--- src/rtl/icache_miss_scheduler.sv ---
// Queues I-cache line misses (one entry per line, strands merged) and issues one L2 request at a time, oldest first.
// Latency: miss->request 1 cycle, response->complete pulse 1 cycle; a request is held stable until l2_req_ready.
module icache_miss_scheduler #(
    parameter int STRANDS      = 4,
    parameter int STRAND_IDX_W = 2,
    parameter int LINE_ADDR_W  = 26
) (
    input  logic                    clk,
    input  logic                    reset,
    input  logic                    miss_valid,
    input  logic [STRAND_IDX_W-1:0] miss_strand,
    input  logic [LINE_ADDR_W-1:0]  miss_line,
    output logic                    l2_req_valid,
    output logic [LINE_ADDR_W-1:0]  l2_req_line,
    input  logic                    l2_req_ready,
    input  logic                    l2_resp_valid,
    output logic                    fill_valid,
    output logic [LINE_ADDR_W-1:0]  fill_line,
    output logic [STRANDS-1:0]      load_complete_strands,
    output logic                    load_collision
);

    typedef enum logic [1:0] {S_IDLE, S_ISSUE, S_WAIT, S_DONE} state_t;

    state_t                   state, state_nxt;
    logic [STRANDS-1:0]       ent_valid;
    logic [LINE_ADDR_W-1:0]   ent_line [STRANDS];
    logic [STRANDS-1:0]       ent_mask [STRANDS];
    logic [STRAND_IDX_W-1:0]  head, tail;
    logic [STRAND_IDX_W:0]    count, count_nxt;
    logic [STRANDS-1:0]       complete_q;
    logic [STRANDS-1:0]       hit_vec;
    logic [STRANDS-1:0]       pending_strands;
    logic [STRANDS-1:0]       miss_onehot;
    logic                     merge, alloc, retire;

    function automatic logic [STRAND_IDX_W-1:0] ptr_inc(input logic [STRAND_IDX_W-1:0] p);
        return (p == STRAND_IDX_W'(STRANDS - 1)) ? '0 : p + 1'b1;
    endfunction

    assign miss_onehot           = STRANDS'(1) << miss_strand;
    assign retire                = (state == S_DONE);
    assign l2_req_valid          = (state == S_ISSUE);
    assign l2_req_line           = ent_line[head];
    assign fill_valid            = (state == S_WAIT) && l2_resp_valid;
    assign fill_line             = ent_line[head];
    assign load_complete_strands = complete_q;
    assign load_collision        = miss_valid && fill_valid && (miss_line == ent_line[head]);

    // The head is excluded from merging while it retires: its mask has already been reported.
    always_comb begin
        hit_vec         = '0;
        pending_strands = '0;
        for (int i = 0; i < STRANDS; i++) begin
            pending_strands = pending_strands | ent_mask[i];
            if (ent_valid[i] && (ent_line[i] == miss_line) &&
                !(retire && (STRAND_IDX_W'(i) == head)))
                hit_vec[i] = 1'b1;
        end
        merge     = miss_valid && !load_collision && (hit_vec != '0);
        alloc     = miss_valid && !load_collision && (hit_vec == '0);
        count_nxt = count + {{STRAND_IDX_W{1'b0}}, alloc} - {{STRAND_IDX_W{1'b0}}, retire};
    end

    always_comb begin
        state_nxt = state;
        case (state)
            S_IDLE:  if (count_nxt != '0) state_nxt = S_ISSUE;
            S_ISSUE: if (l2_req_ready) state_nxt = S_WAIT;
            S_WAIT:  if (l2_resp_valid) state_nxt = S_DONE;
            S_DONE:  state_nxt = (count_nxt != '0) ? S_ISSUE : S_IDLE;
            default: state_nxt = S_IDLE;
        endcase
    end

    always_ff @(posedge clk or posedge reset) begin
        if (reset) begin
            state      <= S_IDLE;
            head       <= '0;
            tail       <= '0;
            count      <= '0;
            complete_q <= '0;
            ent_valid  <= '0;
            for (int i = 0; i < STRANDS; i++) begin
                ent_line[i] <= '0;
                ent_mask[i] <= '0;
            end
        end else begin
            state      <= state_nxt;
            count      <= count_nxt;
            complete_q <= fill_valid ? ent_mask[head] : '0;
            if (retire) begin
                ent_valid[head] <= 1'b0;
                ent_mask[head]  <= '0;
                head            <= ptr_inc(head);
            end
            for (int i = 0; i < STRANDS; i++) begin
                if (merge && hit_vec[i])
                    ent_mask[i] <= ent_mask[i] | miss_onehot;
            end
            if (alloc) begin
                ent_valid[tail] <= 1'b1;
                ent_line[tail]  <= miss_line;
                ent_mask[tail]  <= miss_onehot;
                tail            <= ptr_inc(tail);
            end
        end
    end

    a_one_miss_per_strand: assert property (@(posedge clk) disable iff (reset)
        miss_valid |-> !pending_strands[miss_strand]);
    a_count_bound: assert property (@(posedge clk) disable iff (reset)
        count <= (STRAND_IDX_W + 1)'(STRANDS));

endmodule
--- config.mk ---
export PLATFORM = sky130hd
export DESIGN_NAME = icache_miss_scheduler
export DESIGN_NICKNAME = d
export VERILOG_FILES = /design/src/rtl/icache_miss_scheduler.sv
export SDC_FILE = /design/constraint.sdc
export NUM_CORES = 1
export LEC_CHECK = 0
export CAP_MARGIN = 20
export CORE_ASPECT_RATIO = 0.8
export CORE_MARGIN = 2
export CORE_UTILIZATION = 40
export DETAILED_ROUTE_END_ITERATION = 10
export DONT_BUFFER_PORTS = 1
export SLEW_MARGIN = 10
export SYNTH_ARGS = -nofsm -noshare
export SYNTH_HDL_FRONTEND = slang
export SYNTH_SLANG_ARGS = --single-unit
--- constraint.sdc ---
create_clock -name clk -period 5.4 [get_ports clk]
set_input_delay 0.54 -clock clk [delete_from_list [all_inputs] [get_ports clk]]
set_output_delay 0.54 -clock clk [all_outputs]
set_load 0.02 [all_outputs]
==> flow_results.xml <==
<?xml version="1.0" encoding="UTF-8"?>
<metrics>
  <group name="critical_path">
    <metric name="timing.reg2reg.worst_path_depth" unit="">16</metric>
    <metric name="slowest_stage" unit="">dfrtp_4</metric>
    <metric name="reg2reg_slack" unit="ns">0.42</metric>
    <metric name="critical_path_arrival" unit="ns">5.33</metric>
    <metric name="crit_path_max_fanout" unit="">23</metric>
    <metric name="crit_cells" unit="">16</metric>
    <metric name="criticalPathCategory" unit="">register to register</metric>
    <metric name="critical_path_required" unit="ns">5.75</metric>
    <metric name="crit_path_start_kind" unit="">register</metric>
    <metric name="cpLargestDelayFamily" unit="">simple AND/OR/NAND/NOR gates</metric>
    <metric name="max_stage_delay" unit="ns">0.68</metric>
    <metric name="critical_path.n_buffers_inverters" unit="">2</metric>
    <metric name="crit_path_cell_trace" unit="">buf_4 &gt; mux4_2 &gt; xnor2_1 &gt; nand2_1 &gt; or4_1 &gt; or4_4 &gt; nand4_1 &gt; ha_1 &gt; inv_1 &gt; ha_1 &gt; fa_1 &gt; xnor2_1 &gt; nor3_1 &gt; a222oi_1 &gt; o21ai_0 &gt; o21ai_0</metric>
    <metric name="critical_path.endpoint_type" unit="">register</metric>
  </group>
  <group name="synthesis">
    <metric name="synth_seq_cells" unit="">137</metric>
    <metric name="synth_top_cells_by_count" unit="">dfrtp_1 (137), xnor2_1 (125), mux2_4 (77), nand4_1 (58), nand2_1 (48)</metric>
    <metric name="yosysTopAreaCellShare" unit="">0.375</metric>
    <metric name="synth_enable_flop_cells" unit="">0</metric>
    <metric name="mappedNetlistNets" unit="">843</metric>
    <metric name="yosys_warnings" unit="">0</metric>
    <metric name="flip_flop_cell_with_the_highest_count_after_synthesis" unit="">dfrtp_1</metric>
    <metric name="synthDistinctLibCells" unit="">52</metric>
    <metric name="synth.cell_area" unit="µm²">9150</metric>
    <metric name="syn-instance-count" unit="">794</metric>
    <metric name="yosysTopAreaCell" unit="">dfrtp_1</metric>
    <metric name="synth.most_common_cell" unit="">dfrtp_1</metric>
    <metric name="ys_seq_area_frac" unit="">0.375</metric>
    <metric name="synthTopCellsByArea" unit="">dfrtp_1 (37%), mux2_4 (13%), xnor2_1 (12%)</metric>
    <metric name="postSynthAreaPerCell" unit="µm²">11.5</metric>
    <metric name="asyncSetResetFlopFracSynth" unit="">1.00</metric>
  </group>
  <group name="timing">
    <metric name="rsz0062_at_grt" unit="">false</metric>
    <metric name="setup_viol" unit="">0</metric>
    <metric name="final-max-slew-violation-count" unit="">0</metric>
    <metric name="tightestPinTransition" unit="ns">1.08</metric>
    <metric name="timing.max_slew.rel_slack" unit="">0.257</metric>
    <metric name="fin_setup_tns" unit="ns">0</metric>
    <metric name="fin_skew" unit="ns">0.0132</metric>
    <metric name="post-route-period-util" unit="">0.922</metric>
    <metric name="report.final.hold_viol_count" unit="">0</metric>
    <metric name="fmax" unit="GHz">0.201</metric>
    <metric name="min_period" unit="ns">4.98</metric>
    <metric name="final_worst_setup_slack" unit="ns">0.421</metric>
  </group>
  <group name="drt">
    <metric name="post_drt_wl_per_cell" unit="µm">24.4</metric>
    <metric name="first_pass_iters" unit="">5</metric>
    <metric name="viasPerCell" unit="">5.81</metric>
    <metric name="route.final.wire_length" unit="mm">26.2</metric>
    <metric name="detailedRoute.firstIterationViolations" unit="">507</metric>
    <metric name="drtAntennaViolNets" unit="">0</metric>
    <metric name="drcViolationCount" unit="">0</metric>
    <metric name="drt-met1-wl" unit="mm">12.8</metric>
    <metric name="vias" unit="">6236</metric>
    <metric name="top_signal_layer_used" unit="">met4</metric>
    <metric name="detailroute.wirelength.met2" unit="mm">10.5</metric>
    <metric name="dr_wl_met3" unit="mm">2.52</metric>
  </group>
  <group name="finish">
    <metric name="drive_above_1_share" unit="">0.256</metric>
    <metric name="design_area" unit="µm²">9810</metric>
    <metric name="synthToLayoutAreaGrowth" unit="%">7.25</metric>
    <metric name="final_net_count" unit="">804</metric>
    <metric name="n_antenna_cell" unit="">0</metric>
  </group>
  <group name="cts">
    <metric name="worst_skew_pair.late_latency" unit="ns">0.43</metric>
    <metric name="cts_max_path_buffers" unit="">2</metric>
    <metric name="clk_pin_slew" unit="ns">0.07</metric>
    <metric name="cts_tree" unit="">done</metric>
    <metric name="clk_sinks" unit="">137</metric>
    <metric name="htree_levels" unit="">4</metric>
    <metric name="clockRootBuffer" unit="">clkbuf_16</metric>
    <metric name="cts_inserted_buffers" unit="">17</metric>
  </group>
  <group name="grt">
    <metric name="antenna_found_initial" unit="">0</metric>
    <metric name="grt_pass1_wl" unit="mm">39.8</metric>
    <metric name="globalRouteTotalUtil" unit="">0.221</metric>
    <metric name="grt_pass1_vias" unit="">6105</metric>
    <metric name="grt_start_max_net_pins" unit="">56</metric>
    <metric name="overflow" unit="">0</metric>
  </group>
  <group name="hold_path">
    <metric name="min_path_cells" unit="">1</metric>
    <metric name="hp-class" unit="">primary input to register</metric>
  </group>
  <group name="placement">
    <metric name="post-place-ws" unit="ns">0.395</metric>
    <metric name="port_buffers" unit="">0</metric>
    <metric name="place_congestion" unit="">1.02</metric>
    <metric name="placed_cell_area" unit="µm²">9140</metric>
    <metric name="detailedPlacementHpwl" unit="mm">19.4</metric>
  </group>
  <group name="power_and_ir_drop">
    <metric name="power.density" unit="nW/µm²">737</metric>
    <metric name="vdd_drop_max" unit="mV">0.348</metric>
    <metric name="power_leakage" unit="µW">0.00399</metric>
  </group>
  <group name="job">
    <metric name="number_of_maximum_capacitance_constraint_violations" unit="">0</metric>
  </group>
  <group name="floorplan">
    <metric name="row_count" unit="">49</metric>
    <metric name="core_area" unit="µm²">22400</metric>
    <metric name="fp.dieH" unit="µm">139</metric>
    <metric name="dieArea" unit="µm²">24100</metric>
    <metric name="floorplan.initialDensity" unit="">0.408</metric>
    <metric name="fp.dieW" unit="µm">173</metric>
    <metric name="boundaryPins" unit="">92</metric>
  </group>
  <group name="status">
    <metric name="outcome" unit="">finished, final reports clean</metric>
  </group>
</metrics>
## cells in the final DEF (no fill, tap or decap), types with 2 or more instances in the layout
cell,instances
and3_1,2
clkinv_4,3
nand4_1,58
o22ai_1,2
nand2_1,48
buf_4,21
mux2_4,77
nor4_1,10
a221oi_1,16
a22oi_1,2
nor2_1,25
buf_12,4
o21ai_0,7
nor3_1,23
nand3_1,18
bufinv_16,5
or3b_2,4
a21oi_1,8
and2_1,5
mux2_2,32
xor2_1,3
mux4_2,20
mux2i_1,24
inv_1,13
xnor2_1,125
clkbuf_16,17
dfrtp_1,135
or4_1,4
nor2b_1,2
ha_1,15
nand2b_1,7
inv_6,3
a21boi_0,4
## stage by stage
| stage | cells | util | hold slack (ns) | power [µW] |
|---|---|---|---|---|
| after global routing | 1073 | 0.437 | 0.237 | 7570 |
| after floorplan | 794 | - | 0.478 | 5150 |
| after CTS | 1073 | 0.437 | 0.241 | 7170 |
| after detailed placement | 1041 | 0.407 | 0.406 | 5810 |
| after global placement | 1041 | 0.407 | 0.412 | 5790 |
| final | 1073 | 0.437 | 0.251 | 7230 |
## worst paths after layout
kind / startpoint / to
worst max-delay path: head[0] / state[0]
worst min-delay path: miss_line[3] / ent_line[55]
worst max register to register: head[0] / state[0]
worst min register to register: count[0] / count[0]
max in group asynchronous: reset / ent_line[44]
min in group asynchronous: reset / ent_line[28]
## per-layer routing
metal,up-vias,track usage
met2,285,0.293
met3,32,0.0713
met1,3180,0.341
met4,0,0.0580
li1,2739,-
met5,-,0
## registers in the layout, indices dropped and copies added (netlist names)
register,count
ent_line,104
ent_mask,16
ent_valid,4
load_complete_strands,4
count,3
head,2
state,2
tail,2
## report_power, final
group | switching (µW) | internal [µW] | total, µW
clock network | 494 | 837 | 1330
registers | 546 | 1500 | 2050
logic | 2200 | 1660 | 3860
total | 3240 | 4000 | 7230
## final cells by class
type	count	area (µm²)
fill	2121	12600
multi-input combinational	558	5030
sequential	137	3430
clock buffer	18	439
tap	306	383
timing repair buffer	26	248
clock inverter	13	218
inverter	15	61.3
## cell families after synthesis
| family | Yosys count | share of synthesized area |
|---|---|---|
| buffers and inverters | 99 | 0.0755 |
| and+or+nand+nor | 212 | 0.123 |
| AOI/OAI and AO/OA | 48 | 0.0387 |
| DFF | 137 | 0.375 |
| xor gates and xnor gates | 129 | 0.124 |
| adders and majority gates | 16 | 0.0227 |
| muxes | 153 | 0.241 |
## what timing repair did
| item | in CTS | in global routing |
|---|---|---|
| hold buffers | 1 | 0 |
| endpoints found under the setup margin | 0 | 1 |
| gates resized for setup | 0 | 1 |
| setup buffers | 0 | 0 |
| hold endpoints to repair | 34 | 0 |
(Power assumes the default switching activity.)
==> edit (same flow settings) <==
`LINE_ADDR_W`: 26 -> 52.
--- a/src/rtl/icache_miss_scheduler.sv
+++ b/src/rtl/icache_miss_scheduler.sv
@@ -3,7 +3,7 @@
 module icache_miss_scheduler #(
     parameter int STRANDS      = 4,
     parameter int STRAND_IDX_W = 2,
-    parameter int LINE_ADDR_W  = 26
+    parameter int LINE_ADDR_W  = 52
 ) (
     input  logic                    clk,
     input  logic                    reset,
Interface: changed (resized fill_line, l2_req_line and miss_line); port bits go from 92 to 170. The function was not compared with the original's and may differ.
==> edit against the original RTL <==
Clock power rose by 35%; synthesized area up 78%; power increased by 90%; synthesized cell count rose by 81%; clock skew up 4.9 ps; via count grew 96%; cell area increased by 79%; maximum frequency decreased by 1.4%; count of clock-buffer cells in the layout is 18 higher; setup slack worse by 69 ps; utilization is 0.16 points lower; sequential cell count is 104 higher; routed wire length up 150%; global-route usage is 8.1 points higher.
==> edit: results (changes against the original RTL) <==
[logic_synthesis]
ys_types = 76  ; +46%
ys_seq_area_share_pct = 37.1  ; -0.41 points
synth_async_sr_flop_share_pct = 100  ; unchanged
synth_xor_area_share_pct = 12.7  ; +0.27 points
synth_ff_type = dfrtp_1
synth_adder_area_share_pct = 1.28  ; -0.99 points
synth_compound_area_share_pct = 6.09  ; +2.2 points
muxShareOfSynthArea_pct = 24.2  ; +0.071 points
ys_top_cells_by_area = dfrtp_1 37%, mux2_2 11%, xor2_1 9.3%
yosys-top-cells-count = 241 x dfrtp_1, 173 x xor2_1, 161 x mux2_2

[placed_design]
place.detailed.hpwl_um = 50800  ; +160%
gp_congestion = 1.06  ; +3.9%
port_buffers = 0  ; unchanged
place_area_sq_mm = 0.0167  ; +83%

[final_layout]
drive_gt1_share_pct = 27.7  ; +2.2 points
num-nets-final = 1476  ; +84%
inv_count = 35  ; +20
clkbuf_count = 36  ; +18
multi_input_gates = 1002  ; +80%
final-nonclk-buf-share_pct = 4.64  ; +2.1 points
seq_cell_count = 241  ; +76%
reg_top3 = ent_line x208, ent_mask x16
nNonClkBuffers = 94  ; +260%
clk_share_pct = 4.77  ; -1.9 points
fillers = 3783  ; +78%
seq_share_pct = 34.3  ; -0.67 points
multi_input_area_sq_mm = 0.00908  ; +81%

[clock_network]
worstSkewPairLatency_ps = 580  ; +150 ps
cts_buffer_depth = 3  ; +1
htreeDepth = 1  ; -3
cts_inserted_buffers = 27  ; +10
clkTransAtPathRegs_ps = 60
cts_root_buffer = clkbuf_16

[timing]
relSlewSlack_pct = 19.9  ; -5.8 points
hold_violations = 0  ; unchanged
fin_skew_ps = 18.1  ; +4.88 ps

[worst_setup_path]
max_stage_delay_ps = 590  ; -90 ps
path_max_fanout = 17  ; -26%
worstPathArrival_ps = 5530  ; +200 ps
crit_slowest_cell = dfrtp_4
worstSetupStartpoint = head[1]

[route]
wl_per_cell_um = 32.8  ; +34%
first_pass_iters = 6  ; +1
drt_iter0_drc = 1314  ; +160%
vias = 12200  ; +96%

[power_and_ir_drop]
p_seq_share_pct = 27.2  ; -1.1 points
switching_share_pct = 50.4  ; +5.7 points
clk-power_mw = 1.80  ; +35%
power.leakage_nw = 7.05  ; +77%
ir_drop_uv = 637  ; +83%
powerDensity_mw_per_mm2 = 782  ; +6.0%

[global_route]
grt_antenna_before_repair = 1  ; +1
grt_start_max_net_pins = 152  ; +170%
grt_first_pass_wirelength_um = 92100  ; +130%
grtUsageTotal_pct = 30.3  ; +8.1 points

[run_status]
status = finished clean

[worst_hold_path]
worstHoldStart = miss_line[10]
hp-class = input port to register

[edit: cell types whose count changed in the layout (fill, tap and decap cells not counted), sizes merged, moves of 16 or more]
cell / unedited run / this run
o21ai: 7 / 30
mux2: 109 / 214
buf: 25 / 92
mux4: 20 / 41
inv: 18 / 36
xnor2: 126 / 63
dfrtp: 137 / 241
mux2i: 24 / 51
nor4: 10 / 92
nand2: 48 / 32
xor2: 3 / 173
clkbuf: 18 / 37
[edit: repair_timing]
item	CTS	global route
hold buffers	1	0
buffers inserted	0	1
endpoints found under the setup margin	0	1
hold endpoints to repair	30	0
resized for setup	0	3
[edit: worst register-to-register path, cell delays in order (launching register included)]
cell and delay, ps:
dfrtp_4 590, buf_4 400, mux4_2 440, xnor2_1 310
nand4_1 150, or3_1 430, nor4_2 150, buf_4 170
and3_2 220, nor2_1 90, inv_1 70, ha_1 220
inv_1 60, ha_1 130, inv_1 50, fa_1 400
xnor2_1 170, xnor2_1 150, nor3_1 80, a222oi_1 360
o21ai_0 140, o21ai_0 170
[edit: per-stage QoR]
step	util (%)	setup WS, ps	hold slack (ps)	cells
floorplan	-	320	440	1438
global placement	41.3	411	458	1912
detailed placement	41.3	325	466	1913
CTS	43.4	337	73.7	1962
global route	43.6	11.4	78.8	1964
finish	43.6	351	93.5	1964
[edit: per-layer routing]
metal / track usage [%] / up-vias / share of wire (%)
met4: 8.31 / 0 / 3.2
met1: 42.9 / 6358 / 44
met2: 45.1 / 631 / 43
met3: 8.60 / 106 / 10
met5: 0 / - / 0
li1: - / 5148 / -
[edit: path summary, 6_finish.rpt]
path                       slack [ps]            end  depth (start not counted)
min in group asynchronous         570   ent_line[44]                          2
max in group asynchronous        3340        head[1]                          3
max reg2reg                       350       state[0]                         21
max                               350       state[0]                         21
min                                90  ent_line[114]                          1
min reg2reg                       470       count[2]                          1
